--- src/rtl/mem_arbiter.sv ---
// mem_arbiter: shares one variable-latency memory port between the
// instruction-fetch requester and the data requester. One transaction is in
// flight at a time, sequenced by an IDLE/ISSUE/WAIT/RESP FSM with a timeout.
// Optional feature: define MEM_ARB_RR_EN for round-robin arbitration on ties;
// otherwise the data requester always wins ties.
module mem_arbiter #(
  parameter int TIMEOUT_CYCLES = 255
) (
  input  logic        i_clk,
  input  logic        i_rst,
  input  logic        i_if_req,
  input  logic [31:0] i_if_addr,
  output logic        o_if_ready,
  output logic        o_if_valid,
  output logic [31:0] o_if_rdata,
  output logic        o_if_err,
  input  logic        i_d_req,
  input  logic [31:0] i_d_addr,
  input  logic        i_d_ren,
  input  logic        i_d_wen,
  input  logic [31:0] i_d_wdata,
  input  logic [3:0]  i_d_mask,
  output logic        o_d_ready,
  output logic        o_d_valid,
  output logic [31:0] o_d_rdata,
  output logic        o_d_err,
  output logic        o_mem_req,
  output logic [31:0] o_mem_addr,
  output logic        o_mem_ren,
  output logic        o_mem_wen,
  output logic [31:0] o_mem_wdata,
  output logic [3:0]  o_mem_mask,
  input  logic        i_mem_ready,
  input  logic        i_mem_valid,
  input  logic [31:0] i_mem_rdata,
  output logic        o_busy
);

  typedef enum logic [1:0] {IDLE, ISSUE, WAIT, RESP} state_t;

  // Counter value on the last permitted ISSUE/WAIT cycle.
  localparam logic [15:0] TMO_LAST = 16'(TIMEOUT_CYCLES - 1);

  state_t      state_q, state_d;
  logic [15:0] tmo_cnt_q;
  logic        tmo_hit;
  logic        accept, pick_d, illegal, tie_pick_d;
  logic        mem_resp, tmo_fire;

  // Latched transaction fields; only observed through state-gated outputs.
  logic [31:0] addr_q, wdata_q, rdata_q;
  logic        ren_q, wen_q, err_q, grant_d_q;
  logic [3:0]  mask_q;

  // Address low bits are architecturally ignored.
  logic unused_addr_lsbs;
  assign unused_addr_lsbs = ^{i_if_addr[1:0], i_d_addr[1:0]};

  assign tmo_hit = (tmo_cnt_q == TMO_LAST);

`ifdef MEM_ARB_RR_EN
  logic last_d_q;

  // Last-grant register: reset to data so fetch wins the first tie.
  always_ff @(posedge i_clk or posedge i_rst) begin
    if (i_rst)       last_d_q <= 1'b1;
    else if (accept) last_d_q <= pick_d;
  end

  assign tie_pick_d = ~last_d_q;
`else
  assign tie_pick_d = 1'b1;
`endif

  // Next-state logic, requester selection and ready pulses.
  always_comb begin
    state_d    = state_q;
    accept     = 1'b0;
    pick_d     = 1'b0;
    illegal    = 1'b0;
    mem_resp   = 1'b0;
    tmo_fire   = 1'b0;
    o_if_ready = 1'b0;
    o_d_ready  = 1'b0;
    case (state_q)
      IDLE: begin
        if (!i_rst && (i_d_req || i_if_req)) begin
          accept = 1'b1;
          pick_d = (i_d_req && i_if_req) ? tie_pick_d : i_d_req;
          if (pick_d) begin
            o_d_ready = 1'b1;
            illegal   = (i_d_ren == i_d_wen);
            state_d   = illegal ? RESP : ISSUE;
          end else begin
            o_if_ready = 1'b1;
            state_d    = ISSUE;
          end
        end
      end
      ISSUE: begin
        if (i_mem_ready) begin
          state_d = WAIT;
        end else if (tmo_hit) begin
          tmo_fire = 1'b1;
          state_d  = RESP;
        end
      end
      WAIT: begin
        if (i_mem_valid) begin
          mem_resp = 1'b1;
          state_d  = RESP;
        end else if (tmo_hit) begin
          tmo_fire = 1'b1;
          state_d  = RESP;
        end
      end
      RESP:    state_d = IDLE;
      default: state_d = IDLE;
    endcase
  end

  // FSM state register and timeout counter.
  always_ff @(posedge i_clk or posedge i_rst) begin
    if (i_rst) begin
      state_q   <= IDLE;
      tmo_cnt_q <= 16'd0;
    end else begin
      state_q <= state_d;
      if (accept)
        tmo_cnt_q <= 16'd0;
      else if (state_q == ISSUE || state_q == WAIT)
        tmo_cnt_q <= tmo_cnt_q + 16'd1;
    end
  end

  // Capture request fields on accept and the response on completion.
  always_ff @(posedge i_clk) begin
    if (accept) begin
      grant_d_q <= pick_d;
      err_q     <= illegal;
      rdata_q   <= 32'd0;
      if (pick_d) begin
        addr_q  <= {i_d_addr[31:2], 2'b00};
        ren_q   <= i_d_ren;
        wen_q   <= i_d_wen;
        wdata_q <= i_d_wdata;
        mask_q  <= i_d_mask;
      end else begin
        addr_q  <= {i_if_addr[31:2], 2'b00};
        ren_q   <= 1'b1;
        wen_q   <= 1'b0;
        wdata_q <= 32'd0;
        mask_q  <= 4'b1111;
      end
    end else if (mem_resp) begin
      rdata_q <= wen_q ? 32'd0 : i_mem_rdata;
    end else if (tmo_fire) begin
      rdata_q <= 32'd0;
      err_q   <= 1'b1;
    end
  end

  // Memory command is visible only while issuing; responses only in RESP.
  always_comb begin
    o_mem_req   = (state_q == ISSUE);
    o_mem_addr  = o_mem_req ? addr_q  : 32'd0;
    o_mem_ren   = o_mem_req & ren_q;
    o_mem_wen   = o_mem_req & wen_q;
    o_mem_wdata = o_mem_req ? wdata_q : 32'd0;
    o_mem_mask  = o_mem_req ? mask_q  : 4'd0;
    o_if_valid  = (state_q == RESP) & ~grant_d_q;
    o_d_valid   = (state_q == RESP) &  grant_d_q;
    o_if_rdata  = o_if_valid ? rdata_q : 32'd0;
    o_d_rdata   = o_d_valid  ? rdata_q : 32'd0;
    o_if_err    = o_if_valid & err_q;
    o_d_err     = o_d_valid  & err_q;
    o_busy      = (state_q != IDLE);
  end

endmodule

--- config.mk ---
export PLATFORM = sky130hd
export DESIGN_NAME = mem_arbiter
export DESIGN_NICKNAME = d
export VERILOG_FILES = /design/src/rtl/mem_arbiter.sv
export SDC_FILE = /design/constraint.sdc
export NUM_CORES = 1
export LEC_CHECK = 0
export ABC_AREA = 1
export BUFFER_PORTS_ARGS = -buffer_cell sky130_fd_sc_hd__buf_2
export CAP_MARGIN = 40
export CORE_MARGIN = 3
export CORE_UTILIZATION = 47
export DETAILED_ROUTE_END_ITERATION = 8
export GPL_TIMING_DRIVEN = 0
export PLACE_DENSITY_LB_ADDON = 0.2
export SLEW_MARGIN = 20
export SYNTH_ARGS = -nofsm -noshare
export SYNTH_HDL_FRONTEND = slang
export SYNTH_SLANG_ARGS = --single-unit
--- constraint.sdc ---
create_clock -name i_clk -period 3 [get_ports i_clk]
set_clock_uncertainty 0.15 [all_clocks]
set_input_delay 0.6 -clock i_clk [delete_from_list [all_inputs] [get_ports i_clk]]
set_output_delay 0.6 -clock i_clk [all_outputs]
set_load 0.03 [all_outputs]
---- After elaboration in Yosys (flattened, before gate mapping) ----
Index checks and enable logic that the tools add are counted.
storage, ports and cells
  bits of input ports ..................... 140
  register bits ........................... 122
  output and inout bits ................... 142
operators by class
  eq/ne operators ......................... 7
  reduce and logical (&&, ||, !) cells .... 11
  $add $sub $neg .......................... 1
  multiplexer cells ....................... 41
  bitwise operators ....................... 7
operators by type and width
  cell                                                                    count
  32-bit two-way mux                                                      8
  16-bit two-way mux                                                      2
  1-bit two-way mux                                                       22
  16-bit by 1-bit adder with 16-bit output, second input constant         1
  16-bit by 8-bit equality test with 1-bit output, second input constant  1
  2-bit two-way mux                                                       6
  2-bit one-hot mux with 4 select lines                                   1
  2-bit nonzero test                                                      4
  1-bit AND                                                               6
  2-bit equality test, second input constant                              2
  4-bit two-way mux                                                       1
  2-bit != test, second input constant                                    2
  2-bit by 1-bit equality test with 1-bit output, second input constant   1
  1-bit logical AND                                                       2
  2-bit zero test                                                         1
  1-bit logical OR                                                        2
  1-bit one-hot mux with 2 select lines                                   1
  2-bit AND reduction                                                     1
  1-bit equality test                                                     1
  1-bit zero test                                                         1
  1-bit NOT                                                               1

---- Longest topological paths before layout ----
  word-level depth ........................ 7
  gate-level depth with buffers ........... 10

---- Worst setup path before layout ----
No wires, ideal clock.
  path kind ............................... input port to output port
  from .................................... input i_rst
  to ...................................... output o_if_ready
  slack ................................... 0.289 ns
  path buffers ............................ 1
  arrival time ............................ 1.961 ns
  stages on the path ...................... 6
  required time ........................... 2.250 ns
  cell sequence ........................... inv_1 > o21ai_2 > nor2_2 > inv_1 > buf_2 > nor2_1
between the ends
  word-level cells in the longest chain between the ends .. 4
RTL lines
  what                       RTL line  RTL
  start: declaration         10        input logic i_rst,
  1-bit zero test (no line)  --
  1-bit logical AND          87        if (!i_rst && (i_d_req || i_if_req)) begin
  1-bit two-way mux          87
  1-bit two-way mux          85        case (state_q)
  end: declaration           13        output logic o_if_ready,
No other way between the ends.

---- Worst setup path after layout ----
  from .................................... register state_q[0]
  to ...................................... output o_if_rdata[21]
between the ends
  word-level cells in the longest chain between the ends .. 3
RTL lines
  what                      RTL line  RTL
  start: declaration        44        state_t state_q, state_d;
  start signal: assignment  128       state_q <= state_d;
  2-bit equality test       171       o_if_valid = (state_q == RESP) & ~grant_d_q;
  1-bit AND                 171
  32-bit two-way mux        173       o_if_rdata = o_if_valid ? rdata_q : 32'd0;
  end: declaration          15        output logic [31:0] o_if_rdata,
No other way between the ends.

==> results.md <==
- Die X: 120.3 µm
- Max-cap violations: 0
- Clk root buf: clkbuf_16
- Sequential cell area: 3193 µm²
- CP Max Fanout: 10
- Critical Path AT: 2.08 ns
- Area of the multi-input gates: 2108 µm²
- Die H: 120.3 µm
- N_diodes: 0
- Design area: 8376 µm²
- GRT Overall Usage: 22.72%
- I/O Pins: 282
- Initial Utilization: 48.44%
- CTS tree: done
- Total Routed Length: 16790 µm
- Drt pass-1 iters: 5
- Placed cell areas: 7761 µm²
- WS Path Type: flop to output port
- Async S/R FF share, synth: 15.00%
- Sequential area share after synthesis: 52.02%
- Synth top cells by count: nand2_1, inv_1, nor2_1, edfxtp_1, a21oi_1
- Post-synth EDFFs: 70
- Hold crit path type: input pin to asynchronous set/reset pin
- Area leader, netlist: edfxtp_1
- Vias in the first global route: 5398
- #FFs+latches synth: 120
- Vias: 5804
- Final setup viols: 0
- Layout area overhead: 36.45%
- Share of the synthesized area in the top cell type: 34.24%
- Crit start category: flop
- FMAX: 354.0 MHz
- Post-synthesis cell type count: 31
- TritonCTS Buffers: 17
- Layout cells sized above 1: 32.47%
- Cell area after synthesis: 6138 µm²
- Global-route wire length before repair: 25750 µm
- Drt wl/cell: 13.05 µm
- Total core area: 12670 µm²
- CTS H-tree lvls: 4
- Post-layout min period: 2.825 ns
- Worst R2R Setup Slack: 0.41 ns
- Largest net degree at the start of global routing: 62
- RSZ-0062 raised after global routing: false
- Final Net Count: 1248
- Power Density: 837.8 nW/µm²
- Synthesized area per cell: 7.606 µm²
- Status: complete, no violations
- Hold Vio Cnt, Final: 0
- Clk buf depth: 2
- Most numerous cell in the Yosys netlist: nand2_1
- Reg clk slew, reported paths: 0.05 ns
- Critical register-to-register path startpoint: state_q[1]$_DFFE_PP0P_
- Worst vdd ir: 0.3183 mV
- Initial antenna violation count: 1
- Worst Path Required: 2.25 ns
- Row cnt: 41
- Placer Congestion: 0.8678
- Detailed router's first-iteration violation count: 280
- PortBufs: 275
- Dominant synthesized flop cell: edfxtp_1
- Mapped Cells: 807
- Post-route ant nets: 0
- Reg2reg end: err_q$_SDFFCE_PN1P_
- Final max-slew violation count: 0
- Setup TNS: 0 ns
- Worst R2R Path Depth: 8
- Clk Latency, worst-skew pair: 0.40 ns
- Leak: 4.719 nW
- Drt drc: 0
- Worst Setup End Kind: output port
- Fillers: 1150
- Die area: 14470 µm²
- Vias per cell: 4.510
- Post-CTS setup buffer count: 0
- Period Utilization, post-route: 94.17%
- Clk sinks: 120
- Total grt overflow: 0
- DP HPWL: 12770 µm
- Syn. warnings: 0
- Top cells by area, synth: edfxtp_1, nand2_1, dfxtp_1
-- layout by cell type, fill, tap and decap left out, types with 2 or more instances in the layout --
cell type	netlist	routed
ha_1	6	6
a21oi_1	42	42
buf_2	19	292
nand2_2	3	2
dfxtp_1	32	32
clkbuf_2	0	5
or2_1	5	5
buf_6	4	4
buf_4	5	6
o21ai_0	6	6
dfrtp_1	18	18
clkbuf_16	0	17
nor2_1	124	124
clkinvlp_4	0	2
inv_2	4	4
nor2_2	8	8
nand2_1	233	233
nand3_1	32	32
nor3_1	4	4
bufinv_16	0	3
o21ai_2	2	2
edfxtp_1	70	70
clkbuf_8	0	3
conb_1	1	2
buf_1	4	4
clkinv_2	0	2
inv_1	162	161
nand3_2	7	7
clkbuf_1	8	8
-- state kept, by name, summed over array words and instances (netlist names) --
name	cells
wdata_q	32
err_q	1
rdata_q	32
mask_q	4
ren_q	1
addr_q	30
tmo_cnt_q	16
state_q	2
grant_d_q	1
wen_q	1
-- power by group --
group          switching [mW]  total (mW)  leakage (nW)  internal [mW]
Clock                   0.697        2.07         0.291           1.37
Sequential              0.159        2.32          1.16           2.16
Combinational            1.88        2.63          3.27          0.750
Total                    2.73        7.02          4.72           4.28
-- worst max path at each step --
stage | cells past startpoint | start | slack, ns | endpoint
CTS | 8 | state_q[1]$_DFFE_PP0P_ | 0.04 | o_mem_wdata[29]
global placement | 7 | i_rst | -0.48 | err_q$_SDFFCE_PN1P_
floorplan | 6 | i_rst | 0.29 | o_if_ready
global route | 8 | i_rst | 0.002 | o_if_ready
detailed placement | 8 | i_rst | -0.24 | err_q$_SDFFCE_PN1P_
finish | 7 | state_q[0]$_DFFE_PP0P_ | 0.17 | o_if_rdata[21]
-- area by class of cell --
class | count | share of cell area, %
Sequential cell | 120 | 38.12
Multi-Input combinational cell | 482 | 25.17
Timing Repair Buffer | 276 | 16.76
Inverter | 166 | 7.484
Clock buffer | 25 | 5.796
Buffer | 39 | 2.704
Tap cell | 172 | 2.569
Clock inverter | 7 | 1.389
-- metrics by stage --
| stage | hold WS [ns] | utilization [%] | instances | total power [mW] | worst slack, ns |
|---|---|---|---|---|---|
| final | 0.05322 | 66.10 | 1287 | 7.017 | 0.1749 |
| after global routing | 0.07056 | 66.10 | 1287 | 7.452 | 0.001942 |
| after CTS | 0.06004 | 66.05 | 1288 | 7.077 | 0.03568 |
| after detailed placement | 0.3154 | 61.25 | 1256 | 4.988 | -0.2367 |
| after global placement | 0.3097 | 61.03 | 1255 | 4.935 | -0.4806 |
| after floorplan | 0.3010 | - | 808 | 4.158 | 0.2889 |
-- routing by layer --
layer | GRT usage [%] | share of wire, % | vias up
met3 | 7.390 | 8.6 | 26
li1 | - | - | 2996
met1 | 25.14 | 39 | 2540
met4 | 8.924 | 2.3 | 2
met2 | 40.46 | 50 | 240
met5 | 0 | 0.054 | -
-- worst max-delay path, cell delays in order (launching register included) --
cell	delay [ns]
dfrtp_1	0.41
ha_1	0.19
inv_1	0.04
nor2_1	0.19
inv_1	0.15
buf_1	0.24
nor2_1	0.22
buf_2	0.23
-- cell families (layout without fill, tap and decap cells) --
logic type                 after synthesis  in the layout  synth area share, %
xor gates and xnor gates                 2              2               0.2854
DFF                                    120            120                52.02
AOI/OAI and AO/OA                       53             53                4.607
other                                    1              2              0.06109
and+or+nand+nor                        419            419                28.03
buffers and inverters                  206            513                13.78
adders and majority gates                6              6                1.223
-- repair_timing --
item / CTS / global route
hold buffers: 0 / 0
endpoints found under the setup margin: 12 / 49
gates resized for setup: 2 / 11
(Power assumes the default switching activity.)
